===== config.mk =====
export PLATFORM = sky130hd
export DESIGN_NAME = dsp_pipe_stage
export DESIGN_NICKNAME = d
export VERILOG_FILES = /design/src/rtl/dsp_pipe_stage.sv
export SDC_FILE = /design/constraint.sdc
export NUM_CORES = 1
export LEC_CHECK = 0
export ABC_AREA = 1
export BUFFER_PORTS_ARGS = -buffer_cell sky130_fd_sc_hd__buf_4
export CORE_UTILIZATION = 25
export DETAILED_ROUTE_END_ITERATION = 10
export GPL_ROUTABILITY_DRIVEN = 0
export PLACE_DENSITY = 0.5
export SYNTH_ARGS = -nofsm -noshare
export SYNTH_HDL_FRONTEND = slang
export SYNTH_SLANG_ARGS = --single-unit

===== constraint.sdc =====
create_clock -name clk -period 1 [get_ports clk]
set_clock_uncertainty 0.1 [all_clocks]
set_input_delay 0.05 -clock clk [delete_from_list [all_inputs] [get_ports clk]]
set_output_delay 0.05 -clock clk [all_outputs]
set_load 0.05 [all_outputs]

===== src/rtl/dsp_pipe_stage.sv =====
// Multi-stage enable/clear pipeline register with a per-stage valid sideband.
// Optional occupancy counter output is enabled by defining DSP_PIPE_OCCUPANCY_EN.
module dsp_pipe_stage #(
    parameter int WIDTH        = 18,
    parameter int DEPTH        = 2,
    parameter int ZERO_INVALID = 0,
    localparam int OCC_W       = (DEPTH < 1) ? 1 : $clog2(DEPTH + 1)
) (
    input  logic             clk,
    input  logic             rstn,
    input  logic             clk_EN,
    input  logic             sclr,
    input  logic [WIDTH-1:0] d,
    input  logic             d_valid,
    output logic [WIDTH-1:0] q,
    output logic             q_valid
`ifdef DSP_PIPE_OCCUPANCY_EN
    ,
    output logic [OCC_W-1:0] occupancy
`endif
);

    // Invalid beats carry zero data when ZERO_INVALID is set, so X never leaks past a stage.
    function automatic logic [WIDTH-1:0] gate_data(input logic [WIDTH-1:0] x, input logic v);
        if ((ZERO_INVALID != 0) && !v) begin
            return '0;
        end
        return x;
    endfunction

    generate
        if (DEPTH == 0) begin : g_bypass
            assign q       = gate_data(d, d_valid);
            assign q_valid = d_valid;
`ifdef DSP_PIPE_OCCUPANCY_EN
            assign occupancy = '0;
`endif
        end else begin : g_pipe
            logic [WIDTH-1:0] data_p [DEPTH];
            logic [DEPTH-1:0] vld_p;

            always_ff @(posedge clk or negedge rstn) begin
                if (!rstn) begin
                    for (int i = 0; i < DEPTH; i++) begin
                        data_p[i] <= '0;
                    end
                    vld_p <= '0;
                end else if (sclr) begin
                    for (int i = 0; i < DEPTH; i++) begin
                        data_p[i] <= '0;
                    end
                    vld_p <= '0;
                end else if (clk_EN) begin
                    // stage 0 captures the input; later stages shift in lockstep
                    data_p[0] <= gate_data(d, d_valid);
                    vld_p[0]  <= d_valid;
                    for (int i = 1; i < DEPTH; i++) begin
                        data_p[i] <= gate_data(data_p[i-1], vld_p[i-1]);
                        vld_p[i]  <= vld_p[i-1];
                    end
                end
            end

            assign q       = data_p[DEPTH-1];
            assign q_valid = vld_p[DEPTH-1];

`ifdef DSP_PIPE_OCCUPANCY_EN
            logic [OCC_W-1:0] occ_q;

            // Incremental count: one beat may enter and one may leave per advancing edge.
            always_ff @(posedge clk or negedge rstn) begin
                if (!rstn) begin
                    occ_q <= '0;
                end else if (sclr) begin
                    occ_q <= '0;
                end else if (clk_EN) begin
                    occ_q <= occ_q + OCC_W'(d_valid) - OCC_W'(vld_p[DEPTH-1]);
                end
            end

            assign occupancy = occ_q;
`endif
        end
    endgenerate

endmodule


# After elaboration in Yosys (flattened, before gate mapping)
# Index checks and enable logic that the tools add are counted.
dict set report totals {
  register_bits 38
  latch_bits 0
  mem_bits_rw 0
  mem_bits_ro 0
  in_bits 23
  output_inout_bits 19
  elab_cells 8
  mem_count 0
}
dict set report op_classes {
  addsub 0
  multipliers 0
  div_mod_pow 0
  n_lt_le_gt_ge 0
  n_eq_ne 0
  shift 0
  muxes 4
  bitwise_logic 0
  reduce_logical 1
}
# cell count
set op_table {}
lappend op_table {{two-way mux 36 bit} 2}
lappend op_table {{two-way mux 2 bit} 2}
lappend op_table {{nonzero test 2 bit} 1}

# Logic depth before layout (Yosys ltp)
# Gate-level depths: netlist (run 1).
dict set report depth {
  depth_word 2
  depth_mapped 5
  mapped_depth_nobuf 3
}

# Worst setup path before layout (run 1)
# No wires, ideal clock.
dict set report synth_timing {
  kind {register -> register}
  startpoint {register, netlist name g_pipe.vld_p[1]}
  endpoint {register g_pipe.vld_p[1]}
  setup_ns 0.119
  arrival_ns 0.713
  t_required_ns 0.781
  path_slack_ns 0.068
  path_stages_with_launch 3
  n_path_buf 0
  synth_period_minus_slack_ns 0.932
  path_cell_list {dfrtp_1 -> nand2_1 -> nand2_1}
}
# element line_no
set synth_rtl {}
lappend synth_rtl {{end signal: indexed assignment} 59} ;# vld_p[i] <= vld_p[i-1];
lappend synth_rtl {{end: declaration} 40} ;# logic [DEPTH-1:0] vld_p;

# Worst setup path after layout (run 1)
dict set report layout_timing {
  startpoint {register g_pipe.data_p (netlist bit q[11])}
  endpoint {output q[11]}
}
# element line_no
set layout_rtl {}
lappend layout_rtl {{start: declaration} 39} ;# logic [WIDTH-1:0] data_p [DEPTH];
lappend layout_rtl {{start signal: indexed assignment} 58} ;# data_p[i] <= gate_data(data_p[i-1], vld_p[i-1]);
lappend layout_rtl {{end: declaration} 15} ;# output logic [WIDTH-1:0] q,
# No word-level cell between the ends.

==> results of run 1 <==
## what timing repair did
| action | 4_1_cts | 5_1_grt |
|---|---|---|
| resized for setup | 19 | 0 |
| buffers inserted | 5 | 7 |
| endpoints found under the setup margin | 19 | 19 |
| gates cloned | 0 | 0 |
| pin swaps | 0 | 0 |
| hold endpoints to repair | 57 | 0 |
| hold buffers | 20 | 0 |
## layout make-up
type,count,area (µm²)
clock buffers,7,86.3
clock inverters,1,5.00
fillers,655,4030
inverters,1,3.75
multi-input cells,115,487
flip-flops and latches,38,951
well taps,77,96.3
repair buffers,76,729
## synth_stat cells, drive strengths merged
library cell and number:
nand3 38, inv 1, nor2 1, dfrtp 38, buf 30, nand2 76
## how the worst min path moves through the flow
stage,start,to,slack [ns]
floorplan,rstn,g_pipe.data_p[18],-0.35
global placement,rstn,q[4],-0.04
detailed placement,rstn,q[4],-0.04
CTS,sclr,q[12],0.10
global route,sclr,g_pipe.data_p[19],0.12
finish,sclr,q[12],0.1
## worst register-to-register path: stages, from the launching register on
cell	delay, ns
dfrtp_1	0.39
buf_4	0.13
buf_4	0.12
nand2_1	0.05
nand2_1	0.04
## registers in the layout (all words and copies together) (netlist names)
register and flops:
g_pipe.data_p 18, g_pipe.vld_p 2, q 18
## layer usage
layer  up-vias  GRT usage  wire length, µm
met5         -          0                0
met2        27      0.165             1480
met3         6     0.0278              119
li1        668          -                -
met4         0     0.0470               61
met1       586      0.138             1670
## stage by stage
step	setup TNS [ns]	instance area (µm²)
floorplan	0	1650
global placement	0	1910
detailed placement	0	1910
CTS	-0.0652	2310
global route	-0.384	2360
finish	-0.00465	2360
## logic make-up (layout without fill, tap and decap cells)
| family | Yosys count | in the layout | synth area share |
|---|---|---|---|
| and+or+nand+nor | 115 | 115 | 0.290 |
| DFF | 38 | 38 | 0.575 |
| buffers and inverters | 31 | 85 | 0.135 |
## power groups by stage
stage          Clock, mW  Combinational, mW  Sequential [mW]
6_report            1.07              0.491             1.64
5_1_grt             1.19              0.538             1.65
4_1_cts             1.13              0.491             1.64
3_5_place_dp           0              0.405             1.67
3_3_place_gp           0              0.402             1.67
2_1_floorplan          0              0.258             1.66
==> results by group, run 1 <==
Routing
  • Drt wl/cell: between 10 and 15 µm
  • Antenna viol nets, final: 0
  • Detailed-route DRC error count: 0
  • DR iter-0 viols: 70
  • Drt first pass iters: 4
  • Total Wirelength: 3330 µm
  • Vias per cell: 4.09
  • Routed vias: ~1300

Placement
  • I/O Buffers: between 40 and 50
  • Post-DP HPWL: between 1500 and 2000 µm
  • Pre-CTS setup slack: around 0.18 ns
  • Placed cells: between 200 and 300

Timing
  • Slew @ Worst Pin: 0.488 ns
  • Fmax achieved: between 900 and 1000 MHz
  • Fin Hold WS: 0.0998 ns
  • Tcrit/Tclk final: 1.00
  • Final setup margin: -0.00465 ns
  • Setup-failing EPs final: 1
  • Pins Over Slew Limit: 0
  • Crit path time final: around 1 ns
  • Slew margin rel.: 0.675
  • Hold Violations, Final: 0
  • RSZ-0062 raised after global routing: yes

Final layout
  • Commonest cells after routing, fill and taps aside: nand2_1 (76), nand3_1 (38), dfrtp_1 (38), buf_4 (34), dlygate4sd3_1 (20)
  • # diodes: 0
  • Nets: 260
  • Final Util: 0.369
  • Commonest non-fill, non-tap cell in the layout: nand2_1
  • Layout cells sized above 1: 0.269
  • Layout area overhead: 42.6%
  • Post-Layout Cell Count: 315

Status
  • Failing checks: negative setup slack
  • Outcome: finished with violations

Power and ir drop
  • Comb pwr share: 0.153
  • Clock share of power: 0.334
  • Internal: ~2.4 mW
  • Lkg Pwr: roughly 1.3 nW
  • Power density over the cells: about 1400 mW/mm²
  • Switch share: 0.254
  • Final Total Pwr: between 3 and 4 mW
  • Sequential share of power: 0.513
  • VDD IR max: roughly 470 µV
  • Sw power: between 0.8 and 0.9 mW

Worst setup path
  • Levels on crit path: 1
  • Worst Setup SP: q[11]
  • Worst setup EP type: primary output
  • Crit-path max FO: 2
  • Reg2reg start: q[17]
  • Reg2Reg Capture Point: q[17]
  • Crit Path Class: flip-flop to primary output
  • Critical path destination: q[11]
  • Crit-path slowest cell: dfrtp_1
  • Worst path bufs/invs: 1
  • Slack of the worst reg-to-reg path: 0.06 ns
  • Largest stage delay, worst path: about 0.41 ns
  • Crit path launch type: flip-flop
  • FF-to-FF path depth: 4
  • Crit path DAT: 0.85 ns
  • WP data required: 0.85 ns
  • Delay-heaviest family, CP: flip-flops
  • Crit path cell chain: buf_6

Run
  • Max Cap Viol: 0

Yosys
  • Post-Syn Instances: 184
  • Mean Syn Cell Area: roughly 9.0 µm²
  • Syn nets: between 200 and 250
  • Synthesis Warnings: 0
  • Synth cell types: 8
  • Largest cells by area after synthesis: dfrtp_1 (57%), nand2_1 (17%), nand3_1 (11%)
  • Mapped Area: 0.00165 mm²
  • Register area share after synthesis: 0.575
  • Synth top area share: 0.575
  • Seq cells post-synth: 38
  • Leading area contributor after synthesis: dfrtp_1

Worst hold path
  • Hold/Removal Path Class: input pin to flip-flop
  • Hold Crit Depth: 5

CTS
  • Clock Latency Late Sink: 0.28 ns
  • Clk sinks: 38
  • CTS Buffer Depth: 2
  • Root Buffer: clkbuf_8
  • TritonCTS clock tree: yes
  • Num CTS Buffers: 5
  • Clock slew at reported path FFs: 0.07 ns
  • Htree depth: 2

Floorplanning
  • Die area: around 0.007 mm²
  • Core footprint: 0.00639 mm²
  • # IOs: 42
  • Row cnt: 29
  • Initial Utilization: 0.259
  • DIE WIDTH: between 80 and 90 µm
  • Die Ht: around 83 µm

Global routing
  • Vias in the first global route: between 1000 and 1500
  • Grt ovf: 0
  • Antenna violations before repair: 0
  • Largest net degree at the start of global routing: 39
  • First-pass GRT wire length: roughly 5900 µm
  • Total GRT Usage: 0.106
(Power assumes the default switching activity.)
==> run 2, diff against run 1 <==
--- a/config.mk
+++ b/config.mk
@@ -5,7 +5,6 @@
 export SDC_FILE = /design/constraint.sdc
 export NUM_CORES = 1
 export LEC_CHECK = 0
-export ABC_AREA = 1
 export BUFFER_PORTS_ARGS = -buffer_cell sky130_fd_sc_hd__buf_4
 export CORE_UTILIZATION = 25
 export DETAILED_ROUTE_END_ITERATION = 10
==> run 2 against run 1 <==
  * The flow finishes with violations (design-rule violations)
  * Sequential share of layout area up 0.99 points
  * Power down 0.37%
  * Non-clock buffer count down 9
  * Fmax up 0.70%
  * Clock power down 4%
  * Core utilization down 1.1 points
  * Combinational power up 5.3%
  * Worst setup slack better by 0.0069 ns
  * Hold slack worse by 0.013 ns
  * Synthesized area up 1.8%
  * Wire length down 1.1%
  * Cell count down 16%
==> results by group, run 2 <==
Status
  • Outcome: finished with violations
  • Failing checks: design-rule violations

Yosys
  • Mapped Area: 0.00168 mm² (+1.8%)
  • Post-synth EDFFs: 0 (unchanged)
  • Synth top area share: 0.565 (-0.0103)
  • Async SR Flop Fraction: 1.00 (unchanged)
  • Syn nets: 163 (-21%)
  • Mean Syn Cell Area: 12.0 µm² (+34%)
  • Top_reg_cell synth: dfrtp_1
  • Synthesis Warnings: 0 (unchanged)
  • Post-Syn Instances: 140 (-24%)
  • Leading area contributor after synthesis: dfrtp_1
  • Seq cells post-synth: 38 (unchanged)
  • Synth cell count leaders: dfrtp_1 (38), mux2i_1 (38), nor2_1 (38), buf_4 (19)
  • Register area share after synthesis: 0.565 (-0.0103)
  • Largest cells by area after synthesis: dfrtp_1 (56%), mux2i_1 (23%), buf_4 (8.5%)
  • Synth cell types: 9 (+1)

Floorplanning
  • Row cnt: 29 (unchanged)
  • Core footprint: 0.00642 mm² (+0.57%)
  • Die Ht: 84.1 µm (+0.88%)
  • DIE WIDTH: 84.1 µm (+0.88%)
  • # IOs: 42 (unchanged)
  • Initial Utilization: 0.262 (+0.00321)
  • Die area: 0.00707 mm² (+1.8%)

Placement
  • Post-DP HPWL: 1950 µm (+0.89%)
  • I/O Buffers: 41 (unchanged)
  • Placed cells: 234 (-15%)
  • Pre-CTS setup slack: 0.132 ns (-0.0446 ns)

Timing
  • Crit path time final: 0.998 ns (-0.00695 ns)
  • Slew margin rel.: 0.660 (-0.0149)
  • Fmax achieved: 1000 MHz (+0.70%)
  • RSZ-0062 raised after global routing: yes
  • Fin Hold WS: 0.0864 ns (-0.0134 ns)
  • Tcrit/Tclk final: 0.998 (-0.00695)
  • Final TNS setup: 0 ns (+0.00465 ns)
  • Final setup margin: 0.00230 ns (+0.00695 ns)
  • Pins Over Slew Limit: 0 (unchanged)
  • Setup-failing EPs final: 0 (-1)
  • Slew @ Worst Pin: 0.510 ns (+0.0224 ns)
  • Hold Violations, Final: 0 (unchanged)

Global routing
  • Grt ovf: 0 (unchanged)
  • Vias in the first global route: 1171 (-8.2%)
  • First-pass GRT wire length: 5570 µm (-5.6%)
  • Total GRT Usage: 0.101 (-0.00479)
  • Largest net degree at the start of global routing: 39 (unchanged)
  • Antenna violations before repair: 0 (unchanged)

CTS
  • Root Buffer: clkbuf_8
  • TritonCTS clock tree: yes
  • Clock Latency Late Sink: 0.28 ns (about the same)
  • Htree depth: 2 (unchanged)
  • Clk sinks: 38 (unchanged)
  • Num CTS Buffers: 5 (unchanged)
  • Clock slew at reported path FFs: 0.07 ns (about the same)
  • CTS Buffer Depth: 2 (unchanged)

Power and ir drop
  • Power density over the cells: 1390 mW/mm² (+2.1%)
  • Internal: 2.39 mW (about the same)
  • Switch share: 0.251 (-0.00272)
  • Sw power: 0.802 mW (-1.4%)
  • Clock share of power: 0.322 (-0.012)
  • VDD IR max: 724 µV (+55%)
  • Sequential share of power: 0.516 (+0.003)
  • Comb pwr share: 0.162 (+0.009)
  • Lkg Pwr: 1.19 nW (-6.8%)

Routing
  • Drt first pass iters: 7 (+3)
  • Routed vias: 1097 (-15%)
  • DR iter-0 viols: 21 (-70%)
  • Drt wl/cell: 12.5 µm (+18%)
  • Vias per cell: 4.16 (+1.7%)
  • Total Wirelength: 3290 µm (-1.1%)
  • Detailed-route DRC error count: 8 (+8)
  • Antenna viol nets, final: 0 (unchanged)

Worst setup path
  • WP data required: 0.85 ns (about the same)
  • Worst setup EP type: primary output
  • FF-to-FF path depth: 3 (-1)
  • Reg2reg start: q[7]
  • Delay-heaviest family, CP: flip-flops
  • Critical path destination: q[9]
  • Slack of the worst reg-to-reg path: 0.08 ns (+0.02 ns)
  • Worst path bufs/invs: 1 (unchanged)
  • Worst Setup SP: q[9]
  • Crit path launch type: flip-flop
  • Crit-path max FO: 2 (unchanged)
  • Reg2Reg Capture Point: q[7]
  • Largest stage delay, worst path: 0.40 ns (about the same)
  • Crit-path slowest cell: dfrtp_1
  • Crit Path Class: flip-flop to primary output
  • Crit path DAT: 0.85 ns (about the same)
  • Levels on crit path: 1 (unchanged)
  • Crit path cell chain: buf_6

Run
  • Max Cap Viol: 0 (unchanged)

Final layout
  • Fillers: 664 (+1.4%)
  • Layout cells sized above 1: 0.283 (+0.0145)
  • Nets: 211 (-19%)
  • Commonest cells after routing, fill and taps aside: mux2i_1 (38), nor2_1 (38), dfrtp_1 (38), buf_4 (26), dlygate4sd3_1 (20)
  • Post-Layout Cell Count: 264 (-16%)
  • # diodes: 0 (unchanged)
  • Final Util: 0.358 (-0.0109)
  • Layout area overhead: 36.7%

Worst hold path
  • Hold/Removal Path Class: input pin to flip-flop
==> run 2: stage by stage <==
stage | total power, mW | cell area [µm²]
after floorplan | 1.97 | 1680
after global placement | 2.11 | 1920
after detailed placement | 2.11 | 1920
after CTS | 3.26 | 2290
after global routing | 3.35 | 2300
final | 3.19 | 2300
==> run 2: area by class of cell <==
| type | instances | area [µm²] | share of cell area |
|---|---|---|---|
| Sequential cell | 38 | 951 | 0.413 |
| Multi-Input combinational cell | 76 | 523 | 0.227 |
| Tap cell | 77 | 96.3 | 0.0418 |
| Timing Repair Buffer | 67 | 649 | 0.282 |
| Clock buffer | 6 | 82.6 | 0.0359 |
==> run 2: logic make-up (layout without fill, tap and decap cells) <==
kind of cell | Yosys count | after routing | synth area share
mux | 38 | 38 | 0.226
flops | 38 | 38 | 0.565
simple gates | 38 | 38 | 0.0847
buf+inv | 26 | 73 | 0.125
==> run 2: repair_timing <==
action | CTS | global route
pin swaps | 0 | 0
gates resized for setup | 19 | 0
endpoints found under the setup margin | 19 | 19
endpoints found under the hold margin | 57 | 0
buffers inserted | 2 | 2
hold buffers | 20 | 0
gates cloned | 0 | 0
==> run 2: power groups by stage <==
| stage | Combinational (mW) | Clock [mW] | Sequential (mW) |
|---|---|---|---|
| 5_1_grt | 0.563 | 1.14 | 1.65 |
| 6_report | 0.517 | 1.03 | 1.65 |
| 3_3_place_gp | 0.436 | 0 | 1.67 |
| 4_1_cts | 0.521 | 1.10 | 1.65 |
| 2_1_floorplan | 0.309 | 0 | 1.66 |
| 3_5_place_dp | 0.438 | 0 | 1.67 |
==> run 2: worst min-delay path by stage <==
| stage | start | endpoint | cells past startpoint |
|---|---|---|---|
| after floorplan | rstn | g_pipe.data_p[18] | 0 |
| after global placement | rstn | g_pipe.data_p[24] | 1 |
| after detailed placement | rstn | g_pipe.data_p[24] | 1 |
| after CTS | sclr | g_pipe.data_p[26] | 2 |
| after global routing | sclr | g_pipe.data_p[24] | 2 |
| final | sclr | q[8] | 2 |
==> run 2: per-layer routing <==
metal / GRT usage / part of all wire
met4: 0.0329 / 0.010
met2: 0.156 / 0.44
met5: 0 / 0
met1: 0.130 / 0.49
met3: 0.0376 / 0.058
==> run 3, diff against run 2 <==
--- a/config.mk
+++ b/config.mk
@@ -6,10 +6,11 @@
 export NUM_CORES = 1
 export LEC_CHECK = 0
 export BUFFER_PORTS_ARGS = -buffer_cell sky130_fd_sc_hd__buf_4
-export CORE_UTILIZATION = 25
+export CORE_UTILIZATION = 56
 export DETAILED_ROUTE_END_ITERATION = 10
 export GPL_ROUTABILITY_DRIVEN = 0
-export PLACE_DENSITY = 0.5
+export HOLD_SLACK_MARGIN = 0.15
+export PLACE_DENSITY = 0.89
 export SYNTH_ARGS = -nofsm -noshare
 export SYNTH_HDL_FRONTEND = slang
 export SYNTH_SLANG_ARGS = --single-unit
==> run 3 against run 2 <==
  * The run ends with design-rule violations, negative setup slack left
  * Clock power up 32%
  * Register-to-register slack worse by 0.08 ns
  * Core utilization increased by 48 points
  * Wire length rose by 4.2%
  * Global-route usage increased by 13 points
  * Clock-buffer cell count unchanged
  * Non-clock buffer count increased by 10
  * Power up 11%
  * Sequential share of layout area is 0.99 points lower
  * Sequential cell count stayed put
  * First-iteration DRC count rose by 62%
  * Largest cell class unchanged
  * Highest routed layer unchanged
==> results by group, run 3 (same netlist as run 2, synthesis figures left out) <==
Routing
  • Drt wl/cell: 14.9 µm (+20%)
  • Antenna viol nets, final: 0 (unchanged)
  • Total Wirelength: 3430 µm (+4.2%)
  • Drt first pass iters: 7 (unchanged)
  • Routed vias: 1146 (+4.5%)
  • Vias per cell: 4.98 (+20%)
  • DR iter-0 viols: 34 (+62%)
  • Detailed-route DRC error count: 8 (unchanged)

Status
  • Failing checks: design-rule violations, negative setup slack
  • Outcome: finished with violations

CTS
  • Htree depth: 2 (unchanged)
  • Root Buffer: clkbuf_4
  • CTS Buffer Depth: 2 (unchanged)
  • Hold buffer count at cts: 21 (+5.0%)
  • Clk sinks: 38 (unchanged)
  • Clock Latency Late Sink: 0.35 ns (+0.07 ns)
  • Num CTS Buffers: 5 (unchanged)
  • Clock slew at reported path FFs: 0.13 ns (+0.06 ns)
  • TritonCTS clock tree: yes

Timing
  • Setup-failing EPs final: 19 (+19)
  • Crit path time final: 1.10 ns (+0.104 ns)
  • RSZ-0062 raised after global routing: yes
  • Hold Violations, Final: 0 (unchanged)
  • Pins Over Slew Limit: 0 (unchanged)
  • Fin Hold WS: 0.0758 ns (-0.0105 ns)
  • Final setup margin: -0.102 ns (-0.104 ns)
  • Slew margin rel.: 0.686 (+0.0266)
  • Tcrit/Tclk final: 1.10 (+0.104)
  • Slew @ Worst Pin: 0.470 ns (-0.0400 ns)
  • Fmax achieved: 908 MHz (-9.5%)

Final layout
  • Commonest cells after routing, fill and taps aside: nor2_1 (38), dfrtp_1 (38), mux2i_1 (37), buf_4 (34), dlygate4sd3_1 (21)
  • Layout cells sized above 1: 0.327 (+0.0432)
  • Final std cell area, no fill: 0.00236 mm² (+2.4%)
  • # diodes: 0 (unchanged)
  • Nets: 221 (+4.7%)
  • Layout area overhead: 40.0%

Floorplanning
  • DIE WIDTH: 56.8 µm (-32%)
  • Core footprint: 0.00281 mm² (-56%)
  • Initial Utilization: 0.600 (+0.338)
  • Die area: 0.00323 mm² (-54%)
  • Die Ht: 56.8 µm (-32%)
  • Row cnt: 19 (-34%)
  • # IOs: 42 (unchanged)

Power and ir drop
  • Power density over the cells: 1510 mW/mm² (+8.8%)
  • Switch share: 0.234 (-0.0172)
  • Final Total Pwr: 3.56 mW (+11%)
  • Sw power: 0.832 mW (+3.8%)
  • Internal: 2.72 mW (+14%)
  • Comb pwr share: 0.154 (-0.008)
  • Lkg Pwr: 1.26 nW (+5.5%)
  • Clock share of power: 0.382 (+0.060)
  • Sequential share of power: 0.464 (-0.052)
  • VDD IR max: 1960 µV (+170%)

Worst setup path
  • Worst setup EP type: primary output
  • Crit Path Class: flip-flop to primary output
  • WP data required: 0.85 ns (about the same)
  • Crit-path slowest cell: dfrtp_1
  • Crit path DAT: 0.95 ns (+0.10 ns)
  • Crit-path max FO: 2 (unchanged)
  • Crit path cell chain: buf_6
  • Largest stage delay, worst path: 0.43 ns (+0.03 ns)
  • Delay-heaviest family, CP: flip-flops
  • Worst path bufs/invs: 1 (unchanged)
  • Crit path launch type: flip-flop

Global routing
  • Vias in the first global route: 1155 (-1.4%)
  • Antenna violations before repair: 0 (unchanged)
  • First-pass GRT wire length: 5350 µm (-4.0%)
  • Grt ovf: 0 (unchanged)
  • Largest net degree at the start of global routing: 39 (unchanged)
  • Total GRT Usage: 0.227 (+0.126)

Placement
  • Post-DP HPWL: 1900 µm (-2.8%)
  • Post-DP Area: 0.00187 mm² (-2.6%)
  • Pre-CTS setup slack: 0.113 ns (-0.0193 ns)
  • I/O Buffers: 41 (unchanged)

Worst hold path
  • Hold/Removal Path Class: input pin to async pin

Run
  • Max Cap Viol: 0 (unchanged)
==> run 3: cell types whose count changed in the layout (fill, tap and decap cells not counted) <==
cell           before  now
clkbuf_8            6    1
clkbuf_4            0    5
bufinv_16           0    2
mux2i_2             0    1
buf_4              26   34
mux2i_1            38   37
dlygate4sd3_1      20   21
buf_6              19   20
==> run 3: area by class of cell <==
type / instances / area (µm²)
clock buffer: 6 / 51.3
clock inverter: 2 / 60.1
fill: 151 / 447
multi-input combinational: 76 / 527
sequential: 38 / 951
tap: 31 / 38.8
timing repair buffer: 77 / 731
==> run 3: final timing paths <==
check | from | end | slack [ns] | cells after the start
min in group clk | clk_EN | q[7] | 0.08 | 4
max reg2reg | q[10] | q[10] | 0 | 3
min reg2reg | g_pipe.data_p[30] | q[12] | 0.43 | 2
max | q[16] | q[16] | -0.10 | 1
min | rstn | g_pipe.data_p[29] | 0.08 | 2
max in group asynchronous | rstn | g_pipe.vld_p[0] | 0.37 | 2
==> run 3: per-layer routing <==
layer,up-vias,track usage,part of all wire
li1,554,-,-
met1,555,0.290,0.45
met2,31,0.350,0.49
met3,6,0.0645,0.048
met4,0,0.125,0.014
met5,-,0,0
==> run 3: worst reg2reg max path: stages (launching register included) <==
cell,delay [ns]
dfrtp_1,0.42
buf_4,0.14
mux2i_1,0.16
nor2_1,0.06
==> run 3: timing repair <==
action / CTS / global route
pin swaps: 0 / 1
setup endpoints to repair: 19 / 21
resized for setup: 19 / 2
buffers inserted: 5 / 7
hold endpoints to repair: 76 / 60
==> run 3: power groups by stage <==
stage          sequential (mW)  combinational [mW]  clock [mW]
6_report                  1.65               0.548        1.36
5_1_grt                   1.66               0.586        1.44
4_1_cts                   1.65               0.528        1.39
3_5_place_dp              1.67               0.437           0
3_3_place_gp              1.67               0.421           0
2_1_floorplan             1.66               0.309           0
==> run 3: stage by stage <==
step / std cells / util / setup TNS (ns)
6_report: 230 / 0.841 / -1.27
5_1_grt: 230 / 0.841 / -2.02
4_1_cts: 223 / 0.819 / -1.60
3_5_place_dp: 189 / 0.666 / 0
3_3_place_gp: 189 / 0.666 / 0
2_1_floorplan: 140 / - / 0
